--- src/rtl/anton_neopixel_stream_seq_pkg.sv ---
// anton_neopixel_stream_seq_pkg
// Shared definitions for the NeoPixel stream sequencer: the state encoding
// seen on the 'state' port and the first-bit index for 24-bit (GRB) and
// 32-bit (GRBW) pixels.
// No ports (package).
package anton_neopixel_stream_seq_pkg;

  typedef enum logic [1:0] {
    ENUM_STATE_IDLE     = 2'd0,
    ENUM_STATE_TRANSMIT = 2'd1,
    ENUM_STATE_RESET    = 2'd2
  } state_e;

  localparam logic [4:0] BITS24_FIRST = 5'd23;
  localparam logic [4:0] BITS32_FIRST = 5'd31;

  // Bits go out MSB first, so a pixel starts at its highest bit index.
  function automatic logic [4:0] first_bit(input logic mode_32);
    return mode_32 ? BITS32_FIRST : BITS24_FIRST;
  endfunction

endpackage

--- src/rtl/anton_neopixel_bit_shaper.sv ---
// anton_neopixel_bit_shaper
// Turns the current substep and data bit into the NeoPixel waveform: the line
// is high for T1H substeps on a 1 bit and T0H substeps on a 0 bit, and the
// result is registered so the serial line is glitch-free.
// Ports:
//   clk7mhz  - clock
//   rstn     - asynchronous active-low reset
//   clear    - synchronous clear of the output (abort)
//   active   - sequencer is in TRANSMIT
//   substep  - current substep within the bit
//   data_bit - value of the bit being sent
//   neo_out  - registered serial data line
module anton_neopixel_bit_shaper #(
  parameter int SUBSTEPS = 8,
  parameter int T0H      = 2,
  parameter int T1H      = 5,
  localparam int SW      = $clog2(SUBSTEPS)
) (
  input  logic          clk7mhz,
  input  logic          rstn,
  input  logic          clear,
  input  logic          active,
  input  logic [SW-1:0] substep,
  input  logic          data_bit,
  output logic          neo_out
);

  // One extra bit so the thresholds always fit regardless of SUBSTEPS.
  localparam logic [SW:0] T0H_W = (SW+1)'(T0H);
  localparam logic [SW:0] T1H_W = (SW+1)'(T1H);

  logic [SW:0] threshold;
  logic        high_next;

  always_comb begin
    threshold = data_bit ? T1H_W : T0H_W;
    high_next = active && ({1'b0, substep} < threshold);
  end

  always_ff @(posedge clk7mhz or negedge rstn) begin
    if (!rstn) begin
      neo_out <= 1'b0;
    end else begin
      neo_out <= clear ? 1'b0 : high_next;
    end
  end

endmodule

--- src/rtl/anton_neopixel_stream_seq.sv ---
// anton_neopixel_stream_seq
// NeoPixel stream sequencer: IDLE/TRANSMIT/RESET state machine with substep,
// bit and pixel counters, addressing the pixel buffer directly and driving a
// registered serial line. Supports 24-bit (GRB) and 32-bit (GRBW) pixels.
// Optional feature macro: ANTON_NEOPIXEL_LOOP_EN -- when defined, frames
// repeat back-to-back while reg_ctrl_run stays high; otherwise each run
// assertion produces exactly one frame.
// Ports:
//   clk7mhz               - sole clock
//   rstn                  - asynchronous active-low reset
//   reg_ctrl_init         - synchronous abort to IDLE (highest priority)
//   reg_ctrl_run          - enable streaming
//   reg_ctrl_32bit        - 1 = 32 bits/pixel, 0 = 24 bits/pixel
//   pixel_data            - pixel buffer data for pixel_addr
//   pixel_addr            - registered index of the pixel being sent
//   state                 - current state encoding
//   neo_out               - registered serial data line
//   bit_pattern_index_out - current substep
//   pixel_bit_index_out   - current bit (counts down, MSB first)
//   frame_done            - one-cycle pulse in the last RESET cycle
module anton_neopixel_stream_seq
  import anton_neopixel_stream_seq_pkg::*;
#(
  parameter int PIXELS       = 8,
  parameter int SUBSTEPS     = 8,
  parameter int T0H          = 2,
  parameter int T1H          = 5,
  parameter int RESET_CYCLES = 400,
  localparam int AW          = (PIXELS > 1) ? $clog2(PIXELS) : 1,
  localparam int SW          = $clog2(SUBSTEPS)
) (
  input  logic          clk7mhz,
  input  logic          rstn,
  input  logic          reg_ctrl_init,
  input  logic          reg_ctrl_run,
  input  logic          reg_ctrl_32bit,
  input  logic [31:0]   pixel_data,
  output logic [AW-1:0] pixel_addr,
  output logic [1:0]    state,
  output logic          neo_out,
  output logic [SW-1:0] bit_pattern_index_out,
  output logic [4:0]    pixel_bit_index_out,
  output logic          frame_done
);

  localparam int RW = (RESET_CYCLES > 1) ? $clog2(RESET_CYCLES) : 1;
  localparam logic [SW-1:0] SUB_LAST = SW'(SUBSTEPS - 1);
  localparam logic [AW-1:0] PIX_LAST = AW'(PIXELS - 1);
  localparam logic [RW-1:0] RST_LAST = RW'(RESET_CYCLES - 1);

  state_e        state_q;
  logic [SW-1:0] substep;
  logic [4:0]    bit_idx;
  logic [RW-1:0] reset_cnt;
  logic          mode_32;
  logic          armed;

  assign state                 = state_q;
  assign bit_pattern_index_out = substep;
  assign pixel_bit_index_out   = bit_idx;

  // Sequencer FSM and counters. armed makes the default build one-shot: it is
  // dropped at frame end and only re-armed once run has been seen low. Later
  // assignments to armed inside the case override the re-arm at the top.
  always_ff @(posedge clk7mhz or negedge rstn) begin
    if (!rstn) begin
      state_q    <= ENUM_STATE_IDLE;
      substep    <= '0;
      bit_idx    <= '0;
      pixel_addr <= '0;
      reset_cnt  <= '0;
      mode_32    <= 1'b0;
      armed      <= 1'b1;
      frame_done <= 1'b0;
    end else begin
      frame_done <= 1'b0;
      if (!reg_ctrl_run) armed <= 1'b1;

      if (reg_ctrl_init) begin
        state_q    <= ENUM_STATE_IDLE;
        substep    <= '0;
        bit_idx    <= '0;
        pixel_addr <= '0;
        reset_cnt  <= '0;
      end else begin
        case (state_q)
          ENUM_STATE_IDLE: begin
            if (reg_ctrl_run && armed) begin
              state_q    <= ENUM_STATE_TRANSMIT;
              mode_32    <= reg_ctrl_32bit;
              bit_idx    <= first_bit(reg_ctrl_32bit);
              substep    <= '0;
              pixel_addr <= '0;
            end
          end

          ENUM_STATE_TRANSMIT: begin
            if (substep == SUB_LAST) begin
              substep <= '0;
              if (bit_idx == 5'd0) begin
                if (pixel_addr == PIX_LAST) begin
                  state_q    <= ENUM_STATE_RESET;
                  reset_cnt  <= '0;
                  pixel_addr <= '0;
                  // A one-cycle gap makes the first RESET cycle also the last.
                  if (RESET_CYCLES == 1) frame_done <= 1'b1;
                end else begin
                  pixel_addr <= pixel_addr + AW'(1);
                  bit_idx    <= first_bit(mode_32);
                end
              end else begin
                bit_idx <= bit_idx - 5'd1;
              end
            end else begin
              substep <= substep + SW'(1);
            end
          end

          ENUM_STATE_RESET: begin
            if (reset_cnt == RST_LAST) begin
              reset_cnt <= '0;
`ifdef ANTON_NEOPIXEL_LOOP_EN
              if (reg_ctrl_run) begin
                state_q    <= ENUM_STATE_TRANSMIT;
                mode_32    <= reg_ctrl_32bit;
                bit_idx    <= first_bit(reg_ctrl_32bit);
                substep    <= '0;
                pixel_addr <= '0;
              end else begin
                state_q <= ENUM_STATE_IDLE;
              end
`else
              state_q <= ENUM_STATE_IDLE;
              if (reg_ctrl_run) armed <= 1'b0;
`endif
            end else begin
              reset_cnt <= reset_cnt + RW'(1);
              // Registered pulse lands in the cycle where the counter is last.
              if (reset_cnt + RW'(1) == RST_LAST) frame_done <= 1'b1;
            end
          end

          default: state_q <= ENUM_STATE_IDLE;
        endcase
      end
    end
  end

  anton_neopixel_bit_shaper #(
    .SUBSTEPS (SUBSTEPS),
    .T0H      (T0H),
    .T1H      (T1H)
  ) u_shaper (
    .clk7mhz  (clk7mhz),
    .rstn     (rstn),
    .clear    (reg_ctrl_init),
    .active   (state_q == ENUM_STATE_TRANSMIT),
    .substep  (substep),
    .data_bit (pixel_data[bit_idx]),
    .neo_out  (neo_out)
  );

endmodule

--- config.mk ---
export PLATFORM = sky130hd
export DESIGN_NAME = anton_neopixel_stream_seq
export DESIGN_NICKNAME = d
export VERILOG_FILES = /design/src/rtl/anton_neopixel_stream_seq_pkg.sv /design/src/rtl/anton_neopixel_bit_shaper.sv /design/src/rtl/anton_neopixel_stream_seq.sv
export SDC_FILE = /design/constraint.sdc
export NUM_CORES = 1
export LEC_CHECK = 0
export BUFFER_PORTS_ARGS = -buffer_cell sky130_fd_sc_hd__clkbuf_2
export CORE_ASPECT_RATIO = 0.7
export CORE_MARGIN = 1.5
export CORE_UTILIZATION = 47
export DETAILED_ROUTE_END_ITERATION = 8
export GPL_ROUTABILITY_DRIVEN = 0
export GPL_TIMING_DRIVEN = 0
export PLACE_DENSITY = 0.8
export SLEW_MARGIN = 20
export SYNTH_ARGS = -nofsm -noshare
export SYNTH_HDL_FRONTEND = slang
export SYNTH_SLANG_ARGS = --single-unit
--- constraint.sdc ---
create_clock -name clk7mhz -period 2.4 [get_ports clk7mhz]
set_clock_uncertainty 0.2 [all_clocks]
set_input_delay 0.6 -clock clk7mhz [delete_from_list [all_inputs] [get_ports clk7mhz]]
set_output_delay 0.6 -clock clk7mhz [all_outputs]
set_load 0.03 [all_outputs]
==> impl_metrics.env, run 1 <==
export IMPL_die_w_um=78.1
export IMPL_track_usage=0.210
export IMPL_fin_ws_ns=-0.252
export IMPL_ios=52
export IMPL_switching_share=0.323
export IMPL_grt_first_pass_wirelength_um=7250
export IMPL_synth_enable_flop_cells=0
export IMPL_hold_class="primary input to asynchronous set/reset pin"
export IMPL_rrSetupSlack_ns=-0.25
export IMPL_outcome="finished with violations"
export IMPL_fin_nets=295
export IMPL_hold_viol_final=0
export IMPL_synthSimpleGateAreaFrac=0.209
export IMPL_clkSinkCount=26
export IMPL_grt_pass1_vias=1552
export IMPL_yosys_area_top_type_share=0.337
export IMPL_fmax_mhz=377
export IMPL_synth_top_family_by_area="simple AND/OR/NAND/NOR gates"
export IMPL_drcViolationCount=0
export IMPL_drv_slew=0
export IMPL_holdWs_ns=0.132
export IMPL_critPathArrivalTime_ns=2.63
export IMPL_critPathSlowestCell="mux4_2"
export IMPL_failed_checks="negative setup slack"
export IMPL_drive_above_1_share=0.336
export IMPL_power_leakage_nw=1.06
export IMPL_yosysMostFrequentCell="dfrtp_1"
export IMPL_yosys_area_top_type="dfrtp_1"
export IMPL_synth_cells=190
export IMPL_cap_violations=0
export IMPL_diodes=0
export IMPL_setup_viol=1
export IMPL_dieHeight_um=55.6
export IMPL_drt_iter0_drc=98
export IMPL_power_share_clock=0.243
export IMPL_die_area_mm2=0.00434
export IMPL_tritoncts="built"
export IMPL_clkLatencyLatePin_ns=0.27
export IMPL_wl_per_cell_um=14.0
export IMPL_synth_compound_area_frac=0.200
export IMPL_syn_area_mm2=0.00186
export IMPL_grt_max_degree=27
export IMPL_period_minus_slack_ns=2.65
export IMPL_dr_pass1_iters=4
export IMPL_p_int_w=0.000788
export IMPL_required_ns=2.38
export IMPL_post_synth_num_cell_types=53
export IMPL_synth_common_cells="dfrtp_1, nand2_1, nor2_1"
export IMPL_synth_fp_nets=237
export IMPL_critPathKind="flip-flop to flip-flop"
export IMPL_postRouteAntennaNets=0
export IMPL_clk_path_buf_depth=2
export IMPL_fin_crit_sh=1.10
export IMPL_rsz0062_at_grt="true"
export IMPL_synth_warning_count=0
export IMPL_htreeDepth=1
export IMPL_ys_seq_area_frac=0.351
export IMPL_critPathMaxFanout=9
export IMPL_ys_flop_type="dfrtp_1"
export IMPL_maxSlewHeadroom=0.570
export IMPL_crit_path_start_kind="flip-flop"
export IMPL_syn_area_per_cell_um2=9.77
export IMPL_synth_fa_ha_area_frac=0.0674
export IMPL_crit_chain="buf_8 > mux4_2 > nor2b_1 > nor3_1 > o32ai_4 > inv_1 > ha_2 > or4_1 > o32ai_1"
export IMPL_drt_total_wl_um=4160
export IMPL_power_density_mw_per_mm2=511
export IMPL_cts_hold_buffers=0
export IMPL_clkTransAtPathRegs_ns=0.08
export IMPL_pwr_share_comb=0.335
export IMPL_worstSetupEndpointType="flip-flop"
export IMPL_peakVddDrop_uv=236
export IMPL_core_mm2=0.00365
export IMPL_grt_antenna_before_repair=0
export IMPL_synth_xor_area_frac=0.0142
export IMPL_via_per_inst=5.58
export IMPL_numCtsBuffers=3
export IMPL_muxShareOfSynthArea=0.117
export IMPL_power_w=0.00116
export IMPL_seqPwrFrac=0.422
export IMPL_dpl_hpwl_um=3200
export IMPL_overflow=0
export IMPL_fp_row_count=18
export IMPL_start_util=0.509
export IMPL_synth_seq_cells=26
export IMPL_cts_root_buf="clkbuf_8"
export IMPL_p_sw_w=0.000376
export IMPL_nFillCells=312
export IMPL_syn_to_final_growth_pct=22.9
export IMPL_dr_total_vias=1657
export IMPL_synth_area_leaders="dfrtp_1, ha_1, mux4_2, nand2_1, o21ai_1"
export IMPL_tightest_slew_ns=0.644
export IMPL_cpPeakStageDelay_ns=0.50
export IMPL_io_buffers=51
export IMPL_async_flop_share=1.00
[through the flow]
step           cells  setup TNS (ns)  setup slack, ns  utilization  area (µm²)
4_1_cts          296          -0.268           -0.268        0.616        2250
5_1_grt          297          -0.564           -0.425        0.625        2280
6_report         297          -0.252           -0.252        0.625        2280
3_3_place_gp     291          -0.352           -0.352        0.597        2180
2_1_floorplan    190          -0.239           -0.239            -        1860
3_5_place_dp     291          -0.606           -0.369        0.597        2180
[power groups by stage]
stage,sequential [W],combinational (W),clock (W)
global route,0.000497,0.000428,0.000305
detailed placement,0.000501,0.000377,0
floorplan,0.000535,0.000234,0
finish,0.000492,0.000390,0.000283
global placement,0.000498,0.000370,0
CTS,0.000492,0.000386,0.000292
[final timing paths]
kind	endpoint	from	cells after the start
worst min-delay path	bit_pattern_index_out[1]	rstn	1
worst max-delay path	u_shaper.neo_out	pixel_bit_index_out[0]	9
min in group clk7mhz	armed	reg_ctrl_run	2
max in group asynchronous	pixel_bit_index_out[0]	rstn	1
worst min register to register	armed	armed	2
worst max register to register	u_shaper.neo_out	pixel_bit_index_out[0]	9
[critical path, delay by kind of cell, from the launching register on]
kind                       cells  cell delay [ns]
and+or+nand+nor                3             0.71
muxes                          1             0.50
DFF                            1             0.39
AOI/OAI and AO/OA              2             0.38
buffers and inverters          2             0.22
adders and majority gates      1             0.17
[area by class of cell]
class,count,area (µm²),share of cell area
sequential,26,653,0.286
timing repair buffer,53,270,0.119
inverter,8,30.0,0.0132
clock buffer,4,55.1,0.0241
tap,50,62.6,0.0274
buffer,8,50.0,0.0220
multi-input combinational,148,1160,0.508
[placed cells by master, fill, tap and decap left out, types with 6 or more instances in the layout]
cell | Yosys | final
inv_1 | 8 | 8
ha_1 | 10 | 9
clkbuf_2 | 0 | 52
o21ai_1 | 11 | 12
nor2b_1 | 7 | 7
dfrtp_1 | 25 | 24
nand2_1 | 15 | 15
nor2_1 | 12 | 12
nor3_1 | 7 | 6
[state kept, by name, indices dropped and copies added (netlist names)]
signal,count
pixel_addr,3
pixel_bit_index_out,5
reset_cnt,9
bit_pattern_index_out,3
mode_32,1
state,2
u_shaper.neo_out,1
armed,1
frame_done,1
[logic make-up after synthesis]
logic type,count (synthesis)
AOI/OAI and AO/OA,50
xor gates and xnor gates,3
adders and majority gates,10
buffers and inverters,16
DFF,26
muxes,15
and+or+nand+nor,70
[layer usage]
| metal | vias up | part of all wire | global-route usage |
|---|---|---|---|
| li1 | 828 | - | - |
| met1 | 787 | 0.50 | 0.313 |
| met2 | 37 | 0.44 | 0.308 |
| met3 | 5 | 0.045 | 0.0311 |
| met4 | 0 | 0.015 | 0.0765 |
| met5 | - | 0 | 0 |
[timing repair]
item / 4_1_cts / 5_1_grt
gates resized for setup: 3 / 8
pin swaps: 0 / 3
buffers inserted: 1 / 1
endpoints found under the setup margin: 13 / 17
Note: power is estimated with default switching activity, not from simulation.
==> inputs of run 2 (changes only) <==
--- a/config.mk
+++ b/config.mk
@@ -6,13 +6,15 @@
 export NUM_CORES = 1
 export LEC_CHECK = 0
 export BUFFER_PORTS_ARGS = -buffer_cell sky130_fd_sc_hd__clkbuf_2
+export CELL_PAD_IN_SITES_DETAIL_PLACEMENT = 0
+export CELL_PAD_IN_SITES_GLOBAL_PLACEMENT = 2
 export CORE_ASPECT_RATIO = 0.7
 export CORE_MARGIN = 1.5
-export CORE_UTILIZATION = 47
+export CORE_UTILIZATION = 28
 export DETAILED_ROUTE_END_ITERATION = 8
 export GPL_ROUTABILITY_DRIVEN = 0
 export GPL_TIMING_DRIVEN = 0
-export PLACE_DENSITY = 0.8
+export PLACE_DENSITY = 0.79
 export SLEW_MARGIN = 20
 export SYNTH_ARGS = -nofsm -noshare
 export SYNTH_HDL_FRONTEND = slang
==> impl_metrics.env, run 2 (synthesized netlist as in run 1, its figures left out) <==
export IMPL_cts_root_buf="clkbuf_8"
export IMPL_power_density_mw_per_mm2=506
export IMPL_drt_iter0_drc=75
export IMPL_fin_tns_setup_ns=-0.296
export IMPL_cap_violations=0
export IMPL_hold_class="primary input to asynchronous set/reset pin"
export IMPL_htreeDepth=1
export IMPL_place_ws_ns=-0.440
export IMPL_via_per_inst=5.00
export IMPL_grt_antenna_before_repair=0
export IMPL_ios=52
export IMPL_critPathKind="flip-flop to flip-flop"
export IMPL_maxSlewHeadroom=0.533
export IMPL_cp_top_family="simple AND/OR/NAND/NOR gates"
export IMPL_r2r_cells=8
export IMPL_dpl_hpwl_um=3390
export IMPL_path_depth=8
export IMPL_critPathSlowestCell="mux4_2"
export IMPL_dr_total_vias=1641
export IMPL_fin_util=0.374
export IMPL_fin_crit_sh=1.12
export IMPL_fin_ws_ns=-0.296
export IMPL_drv_slew=0
export IMPL_required_ns=2.39
export IMPL_grt_max_degree=27
export IMPL_outcome="finished with violations"
export IMPL_core_mm2=0.00631
export IMPL_overflow=0
export IMPL_diodes=0
export IMPL_track_usage=0.133
export IMPL_failed_checks="negative setup slack"
export IMPL_crit_chain="buf_8 > mux4_2 > and3b_4 > o32ai_4 > inv_1 > ha_2 > or4_4 > o32ai_2"
export IMPL_rsz0062_at_grt="true"
export IMPL_die_area_mm2=0.00713
export IMPL_largest_reg_flops=9
export IMPL_fp_row_count=24
export IMPL_fin_nets=298
export IMPL_start_util=0.294
export IMPL_tritoncts="built"
export IMPL_die_w_um=100
export IMPL_numCtsBuffers=3
export IMPL_period_minus_slack_ns=2.70
export IMPL_power_leakage_nw=1.08
export IMPL_setup_viol=1
export IMPL_mostFrequentLayoutCells="clkbuf_2, dfrtp_1, nand2_1, nor2_1, ha_1"
export IMPL_crit_path_start_kind="flip-flop"
export IMPL_crit_buf_inv=2
export IMPL_grt_first_pass_wirelength_um=7560
export IMPL_grt_pass1_vias=1569
export IMPL_final_common_cell="clkbuf_2"
export IMPL_tightest_slew_ns=0.701
export IMPL_critPathArrivalTime_ns=2.68
export IMPL_dieHeight_um=71.1
export IMPL_worstSetupEndpointType="flip-flop"
export IMPL_clkTransAtPathRegs_ns=0.09
export IMPL_critPathMaxFanout=9
export IMPL_drive_above_1_share=0.368
export IMPL_drcViolationCount=0
export IMPL_io_buffers=51
export IMPL_cpPeakStageDelay_ns=0.51
export IMPL_peakVddDrop_uv=215
export IMPL_dr_pass1_iters=4
export IMPL_fmax_mhz=371
export IMPL_hold_viol_final=0
export IMPL_wl_per_cell_um=14.1
export IMPL_postRouteAntennaNets=0
export IMPL_clkSinkCount=26
export IMPL_clk_path_buf_depth=2
export IMPL_top_register="reset_cnt"
export IMPL_syn_to_final_growth_pct=27.1
export IMPL_clkLatencyLatePin_ns=0.28
export IMPL_drt_total_wl_um=4610
export IMPL_holdWs_ns=0.149
run 2: cell types whose count changed in the layout (fill, tap and decap cells not counted), sizes merged:
cell	previous run	this run
o21a	3	4
buf	7	9
run 2: repair_timing:
action | 4_1_cts | 5_1_grt
setup endpoints to repair | 12 | 15
resized for setup | 5 | 12
gates cloned | 0 | 1
setup buffers | 2 | 2
hold buffers | 0 | 0
pin swaps | 1 | 2
run 2: cell type report:
class / count / area [µm²]
timing repair buffer: 55 / 285
fill: 644 / 3950
clock buffer: 4 / 55.1
multi-input combinational: 149 / 1180
tap: 78 / 97.6
buffer: 8 / 53.8
sequential: 26 / 654
inverter: 8 / 30.0
run 2: per-layer routing:
metal  vias up  part of all wire  global-route usage
met1       769              0.54               0.200
met4         0            0.0082              0.0391
met5         -                 0                   0
met2        34              0.41               0.190
met3         4             0.043              0.0306
li1        834                 -                   -
run 2: final timing paths:
| kind | start | end | slack (ns) |
|---|---|---|---|
| worst max-delay path | pixel_bit_index_out[0] | u_shaper.neo_out | -0.30 |
| worst min-delay path | rstn | pixel_addr[2] | 0.15 |
| worst max register to register | pixel_bit_index_out[0] | u_shaper.neo_out | -0.30 |
| worst min register to register | armed | armed | 0.28 |
| max in group asynchronous | rstn | pixel_bit_index_out[1] | 1.36 |
| min in group clk7mhz | reg_ctrl_run | armed | 0.27 |
run 2: metrics by stage:
step / instance area [µm²] / cells / power, W
finish: 2360 / 328 / 0.00119
global route: 2360 / 328 / 0.00127
CTS: 2300 / 325 / 0.00120
detailed placement: 2210 / 319 / 0.000882
global placement: 2210 / 319 / 0.000882
floorplan: 1860 / 190 / 0.000769
run 2: power by group:
part,total (W),internal (W),switching [W]
Clock,0.000290,0.000147,0.000143
Sequential,0.000492,0.000462,0.0000292
Combinational,0.000412,0.000192,0.000220
